--- src/rtl/elastic_fifo_param.sv ---
// -----------------------------------------------------------------------------
// elastic_fifo_param
//
// Parametrised multi-entry elastic buffer for srdy/rrdy (valid/ready) streams.
// A circular register array with read/write pointers. It sustains one transfer
// per cycle at any fill level, including a simultaneous push and pop when full.
//
// Parameters:
//   WIDTH     - data width in bits (>= 1)
//   DEPTH     - number of entries, power of two, >= 2
//   AF_THRESH - almost_full asserts when count >= AF_THRESH (1..DEPTH)
//
// Ports:
//   clk          rising-edge clock
//   reset        synchronous, active-high reset
//   in_srdy      upstream data valid
//   in_data      upstream data
//   in_rrdy      block accepts in_data this cycle (combinational from out_rrdy)
//   out_rrdy     downstream accepts out_data this cycle
//   out_srdy     out_data valid
//   out_data     head-of-queue data
//   count        number of stored entries
//   almost_full  registered, count >= AF_THRESH
//
// Optional feature (macro ELASTIC_FIFO_BYPASS_EN):
//   When the macro is defined, an empty FIFO with in_srdy & out_rrdy passes
//   in_data straight to out_data in the same cycle without storing it.
//   When it is undefined, there is no in_data -> out_data combinational path.
// -----------------------------------------------------------------------------
module elastic_fifo_param #(
  parameter int WIDTH     = 8,
  parameter int DEPTH     = 4,
  parameter int AF_THRESH = DEPTH - 1
) (
  input  logic                       clk,
  input  logic                       reset,
  input  logic                       in_srdy,
  input  logic [WIDTH-1:0]           in_data,
  output logic                       in_rrdy,
  input  logic                       out_rrdy,
  output logic                       out_srdy,
  output logic [WIDTH-1:0]           out_data,
  output logic [$clog2(DEPTH+1)-1:0] count,
  output logic                       almost_full
);

  localparam int AW = $clog2(DEPTH);
  localparam int CW = $clog2(DEPTH + 1);

  logic [WIDTH-1:0] mem_q [DEPTH];
  logic [AW-1:0]    wr_ptr_q;
  logic [AW-1:0]    rd_ptr_q;
  logic [CW-1:0]    count_q;
  logic [CW-1:0]    count_d;
  logic             almost_full_q;

  logic empty;
  logic full;
  logic push;
  logic pop;

  assign empty = (count_q == '0);
  assign full  = (count_q == CW'(DEPTH));

  // A full FIFO can still accept a word when the head leaves in the same cycle.
  assign in_rrdy = ~full | out_rrdy;

`ifdef ELASTIC_FIFO_BYPASS_EN
  logic bypass;

  // Empty and both sides ready: the word flows through without being stored.
  assign bypass   = empty & in_srdy & out_rrdy;
  assign out_srdy = ~empty | bypass;
  assign out_data = bypass ? in_data : mem_q[rd_ptr_q];
  assign push     = in_srdy & in_rrdy & ~bypass;
  assign pop      = ~empty & out_rrdy;
`else
  assign out_srdy = ~empty;
  assign out_data = mem_q[rd_ptr_q];
  assign push     = in_srdy & in_rrdy;
  assign pop      = out_srdy & out_rrdy;
`endif

  always_comb begin
    count_d = count_q;
    unique case ({push, pop})
      2'b10:   count_d = count_q + CW'(1);
      2'b01:   count_d = count_q - CW'(1);
      default: count_d = count_q;
    endcase
  end

  // NOTE: the storage array is cleared on reset because out_data reads
  // mem_q[rd_ptr_q] directly and must show zero after reset; this costs a
  // reset on every storage flop instead of letting the array power up unknown.
  always_ff @(posedge clk) begin
    if (reset) begin
      wr_ptr_q      <= '0;
      rd_ptr_q      <= '0;
      count_q       <= '0;
      almost_full_q <= 1'b0;
      for (int i = 0; i < DEPTH; i++) begin
        mem_q[i] <= '0;
      end
    end else begin
      if (push) begin
        mem_q[wr_ptr_q] <= in_data;
        // Power-of-two depth: the pointer wraps DEPTH-1 -> 0 by overflow.
        wr_ptr_q        <= wr_ptr_q + AW'(1);
      end
      if (pop) begin
        rd_ptr_q <= rd_ptr_q + AW'(1);
      end
      count_q       <= count_d;
      // Registered from the next count so it lines up with count.
      almost_full_q <= (count_d >= CW'(AF_THRESH));
    end
  end

  assign count       = count_q;
  assign almost_full = almost_full_q;

endmodule

--- config.mk ---
export PLATFORM = sky130hd
export DESIGN_NAME = elastic_fifo_param
export DESIGN_NICKNAME = d
export VERILOG_FILES = /design/src/rtl/elastic_fifo_param.sv
export SDC_FILE = /design/constraint.sdc
export NUM_CORES = 1
export LEC_CHECK = 0
export ABC_AREA = 1
export BUFFER_PORTS_ARGS = -buffer_cell sky130_fd_sc_hd__buf_2
export CORE_MARGIN = 1.5
export CORE_UTILIZATION = 50
export CTS_BUF_LIST = sky130_fd_sc_hd__clkbuf_8 sky130_fd_sc_hd__clkbuf_16
export DETAILED_ROUTE_END_ITERATION = 6
export HOLD_SLACK_MARGIN = 0.05
export PLACE_DENSITY = 0.74
export SLEW_MARGIN = 30
export SYNTH_ARGS = -nofsm -noshare
export SYNTH_HDL_FRONTEND = slang
export SYNTH_SLANG_ARGS = --single-unit
export TNS_END_PERCENT = 1
--- constraint.sdc ---
create_clock -name clk -period 2 [get_ports clk]
set_input_delay 0 -clock clk [delete_from_list [all_inputs] [get_ports clk]]
set_output_delay 0 -clock clk [all_outputs]
set_load 0.01 [all_outputs]
==> reports/qor.txt, run 1 <==
status: finished clean
period utilisation layout: 93.5%
VDD IR max: 0.000617 V
Port Buffers: 25
GR Overflow Total: 0
GPL Wtd Cong: 0.780
Final Hold Viols: 0
crit path time final: 1.87 ns
Ys Warns: 0
global-route wire length before repair: 6.21 mm
die area: 4120 um^2
vias: 1,406
Required @ worst endpoint: 2.19 ns
1st-iter DRT viols: 104
Final Util: 62.1%
Crit Path Max Fanout: 3
Net Switching: 0.845 mW
met3 usage: 4.58%
number of global-route vias before repair: 1,381
CP Cell Sequence: nor2_4 -> nand2_2 -> nand2_2 -> inv_1 -> ha_2 -> fa_1 -> or2_2 -> nand3_1 -> nand2_1 -> nand3_1 -> nand2_1
Slew headroom: 68.8%
die height: 64.2 um
cell taking the most area after synthesis: edfxtp_1
CP Class: reg2reg
CTS root buf: clkbuf_8
clk sink count: 42
Power Internal: 1.75 mW
Top Usage Layer GRT: met2
Crit path arrival time: 2.06 ns
leakage power: 0.951 nW
Post-Syn Nets: 206
Worst Path Buf+Inv: 1
CP top delay family: simple AND/OR/NAND/NOR gates
initial core utilization: 51.5%
combinational group share of total power: 31.4%
Core Area: 3630 um^2
Final nets: 245
initial antenna violation count: 0
sequential area share after synthesis: 62.0%
FP Rows: 22
final slew viol count: 0
CTS max path bufs: 2
RSZ-0062 raised after global routing: no
Pwr per Cell Area: 1150 nW/um^2
critical path's largest stage delay: 0.37 ns
largest net degree at the start of global routing: 17
Post-Synthesis Cells: 192
Syn-to-layout area delta: 20.5%
IO Count: 26
met1 usage: 25.8%
Crit. End Element: flip-flop
flops & latches, synth: 42
CTS tree: done
Least-Margin Pin Slew: 0.468 ns
mapped cell area: 1870 um^2
top post-synthesis cells by area: edfxtp_1 (51%), dfxtp_1 (11%), nor2_1 (10%)
Netlist cell types: 24
share of cells above drive strength 1: 23.7%
clk_lat worst skew: 0.30 ns
postcts setup bufs: 0
met2 Usage GRT: 34.2%
DP HPWL: 2.43 mm
clock power share: 25.6%
H-tree levels: 2
Net Sw Frac: 32.6%
Synth top area share: 51.3%
HP Class: in2reg
synthesized area per cell: 9.75 um^2
critical path's slowest cell: fa_1
Sequential Power Share: 43.0%
Initial DRT Pass Iterations: 4
n_diodes: 0
die width: 64.2 um
Min Hold Slack: 0.0393 ns
max_cap viols: 0
drt drc: 0
Fmax achieved: 535 MHz
Avg WL per Cell: 13.3 um
TNS Setup: 0 ns
CP Launch Type: flip-flop
CTS buffer count: 5
Overall Global Routing Usage: 20.3%
DRT antenna net count: 0
skew final: 0.00800 ns
clock-pin slew on the worst setup and hold paths: 0.08 ns
via/cell ratio: 5.02
setup violators final: 0
routed wire length: 3.73 mm
-- repair_timing --
item	in CTS	in global routing
endpoints found under the hold margin	4	0
endpoints found under the setup margin	1	2
hold buffers	2	0
gates resized for setup	1	6
-- worst paths after layout --
| kind | startpoint | endpoint | slack [ns] | cells past startpoint |
|---|---|---|---|---|
| max | count[1] | almost_full | 0.13 | 11 |
| min | out_rrdy | flip-flop | 0.04 | 4 |
| max reg2reg | count[1] | almost_full | 0.13 | 11 |
| min reg2reg | wr_ptr_q[0] | wr_ptr_q[0] | 0.49 | 2 |
-- metal layers --
metal	up-vias	routed length (um)
li1	714	-
met1	650	1600
met2	37	1890
met3	5	193
met4	0	46
met5	-	0
-- flip-flops by register name, summed over array words and instances (netlist names), named ones only --
signal	flops
rd_ptr_q	2
mem_q	32
wr_ptr_q	2
almost_full	1
count	3
-- tightest hold or removal path, cell delays in order --
cell,delay (ns)
buf_2,0.10
nand2_2,0.06
nand2_1,0.05
a21oi_1,0.07
-- cells in the mapped netlist, drive strengths merged --
cell type,n
clkbuf,1
clkinv,1
o22ai,8
edfxtp,32
o21ai,21
or2,1
xnor2,1
dfxtp,10
xor2,1
nand3,5
buf,3
nand2,15
a21oi,1
nand4,2
nor2,52
fa,1
ha,1
inv,28
nor3,8
-- cell type report --
class                           instances  area (um^2)
Multi-Input combinational cell        117          596
Sequential cell                        42         1160
Fill cell                             313         1380
Inverter                               29          109
Tap cell                               48         60.1
Clock buffer                            5         68.8
Clock inverter                          3         45.0
Timing Repair Buffer                   36          213
-- stage by stage --
stage,cells,area (um^2),power [mW],worst slack (ns)
CTS,280,2240,2.57,0.0309
detailed placement,270,2110,1.91,0.00303
floorplan,192,1870,1.62,0.0289
finish,280,2250,2.59,0.129
global placement,270,2110,1.90,0.0851
global route,280,2250,2.74,0.0178
-- power groups by stage --
stage / Clock (mW) / Combinational [mW] / Sequential, mW
finish: 0.665 / 0.814 / 1.11
global route: 0.702 / 0.907 / 1.13
CTS: 0.669 / 0.795 / 1.11
detailed placement: 0 / 0.785 / 1.12
global placement: 0 / 0.777 / 1.12
floorplan: 0 / 0.467 / 1.15
-- kinds of logic (layout without fill, tap and decap cells) --
group           count (synthesis)  after routing  synth area share, %
compound gates                 30             30                 8.56
xor+xnor                        2              2                0.936
fa+ha+maj                       2              2                 1.74
buf+inv                        33             73                 6.95
flops                          42             42                 62.0
simple gates                   83             83                 19.8
-- cell usage in the layout (no fill, tap or decap), types with 2 or more instances in the layout --
cell and count:
nand2_2 3, nand3_1 4, nor2_1 49, clkinvlp_4 2
buf_4 9, dfxtp_2 2, o21ai_0 20, nor3_1 8
dfxtp_1 8, edfxtp_1 32, buf_2 25, nand2_1 12
nor2_2 2, o22ai_1 8, inv_1 27, dlygate4sd3_1 2
clkbuf_8 5
No activity file was read; power rests on OpenSTA's default activity.
==> run 2, diff against run 1 <==
Settings changed: CELL_PAD_IN_SITES_DETAIL_PLACEMENT from default to 2, CELL_PAD_IN_SITES_GLOBAL_PLACEMENT from default to 2, CORE_UTILIZATION 50 to 32, PLACE_DENSITY 0.74 to default, PLACE_DENSITY_LB_ADDON from default to 0.1.
==> run 2 against run 1 <==
Net effect: setup slack improved by 0.0038 ns; die area rose by 53%; wire length increased by 44%; sequential share of layout area shrank 0.65 points; clock-buffer cell count rose by 1; critical path type unchanged; largest power group unchanged; highest routed layer unchanged.
==> reports/qor.txt, run 2 (synthesis gave the netlist of run 1 again) <==
skew final: 0.00243 ns
Initial DRT Pass Iterations: 4
clock-pin slew on the worst setup and hold paths: 0.08 ns
TNS Setup: 0 ns
final cell count without fillers: 305
die width: 79.5 um
Port Buffers: 25
critical path's largest stage delay: 0.34 ns
CTS root buf: clkbuf_8
CTS max path bufs: 2
crit path time final: 1.87 ns
Least-Margin Pin Slew: 0.496 ns
Crit path arrival time: 2.06 ns
Syn-to-layout area delta: 22.0%
Required @ worst endpoint: 2.19 ns
fillers: 631
Net Switching: 0.901 mW
die height: 79.5 um
drt drc: 0
combinational group share of total power: 33.8%
initial antenna violation count: 0
1st-iter DRT viols: 57
placed cell area: 2150 um^2
CP Cell Sequence: nor2_4 -> nand2_2 -> nand2_2 -> inv_1 -> ha_4 -> fa_2 -> or2_2 -> nand3_1 -> nand2_1 -> nand3_1 -> nand2_1
Overall Global Routing Usage: 18.9%
H-tree levels: 2
final slew viol count: 0
GR Overflow Total: 0
IO Count: 26
Storage cell area: 1160 um^2
Fmax achieved: 536 MHz
clock power share: 22.3%
clk sink count: 42
HP Class: in2reg
leakage power: 0.953 nW
CP top delay family: simple AND/OR/NAND/NOR gates
routed wire length: 5.38 mm
CP Launch Type: flip-flop
period utilisation layout: 93.3%
CP Class: reg2reg
Min Hold Slack: 0.0346 ns
VDD IR max: 0.000577 V
CTS tree: done
max reg flops: 32
largest net degree at the start of global routing: 17
vias: 1,471
DRT antenna net count: 0
status: finished clean
setup violators final: 0
clk_lat worst skew: 0.29 ns
Pwr per Cell Area: 1120 nW/um^2
commonest non-fill, non-tap cell in the layout: nor2_1
FP Rows: 27
Reg with most FFs: mem_q
initial core utilization: 33.6%
Final Hold Viols: 0
n_diodes: 0
critical path's slowest cell: dfxtp_2
via/cell ratio: 4.82
Avg WL per Cell: 17.6 um
max_cap viols: 0
Power Internal: 1.67 mW
Net Sw Frac: 35.1%
Crit Path Max Fanout: 3
Worst Path Buf+Inv: 1
most frequent cells in the layout: nor2_1 (49), edfxtp_1 (32), inv_1 (28)
DP HPWL: 4.19 mm
GPL Wtd Cong: 0.814
number of global-route vias before repair: 1,677
CTS buffer count: 5
multi-input gate area in the final layout: 608 um^2
die area: 6320 um^2
global-route wire length before repair: 8.77 mm
Final nets: 246
placed cell count: 296
Crit. End Element: flip-flop
share of cells above drive strength 1: 24.5%
Final Cell Area: 2280 um^2
Core Area: 5570 um^2
Slew headroom: 66.9%
Sequential Power Share: 43.9%
run 2: cell count changes in the layout (fill, tap and decap cells not counted), sizes merged:
| cell | change |
|---|---|
| clkinvlp | -1 |
| dlygate4sd3 | -1 |
| clkbuf | +1 |
| clkinv | +1 |
| buf | +2 |
| bufinv | -1 |
run 2: worst reg2reg max path: cells and delay by family (launching register included):
kind / cells / cell delay (ns)
DFF: 1 / 0.34
and+or+nand+nor: 8 / 0.82
buffers and inverters: 1 / 0.10
adders and majority gates: 2 / 0.51
run 2: area by class of cell:
class	count	area share [%]
sequential	42	51.0
multi-input combinational	117	26.6
clock inverter	2	0.548
tap	72	3.95
timing repair buffer	37	9.53
clock buffer	6	3.62
inverter	29	4.77
run 2: per-stage QoR:
step / utilization [%] / setup slack [ns] / power [mW]
global placement: 38.6 / 0.0709 / 1.91
detailed placement: 38.6 / -0.0420 / 1.98
CTS: 40.6 / 0.0171 / 2.56
global route: 41.0 / -0.00972 / 2.74
finish: 41.0 / 0.133 / 2.57
floorplan: - / 0.0289 / 1.62
run 2: routing by layer:
metal | global-route usage (%) | share of wire, % | vias up
met1 | 20.5 | 39 | 719
li1 | - | - | 716
met3 | 3.54 | 3.1 | 11
met4 | 5.61 | 2.0 | 0
met2 | 36.7 | 56 | 25
met5 | 0 | 0 | -
run 2: power groups by stage:
stage               Combinational, mW  Sequential [mW]  Clock, mW
floorplan                       0.467             1.15          0
global placement                0.788             1.12          0
detailed placement              0.843             1.14          0
CTS                             0.856             1.12      0.584
global route                    0.975             1.14      0.619
finish                          0.869             1.13      0.571
run 2: final timing paths:
check	startpoint	slack [ns]	endpoint	cells after the start
worst min register to register	wr_ptr_q[0]	0.49	wr_ptr_q[0]	2
worst max-delay path	count[1]	0.13	almost_full	11
worst min-delay path	out_rrdy	0.03	rd_ptr_q[1]	4
worst max register to register	count[1]	0.13	almost_full	11
run 2: timing repair:
item | in CTS | in global routing
endpoints found under the setup margin | 2 | 2
hold buffers | 1 | 0
buffers inserted | 0 | 0
gates resized for setup | 2 | 5
endpoints found under the hold margin | 3 | 0
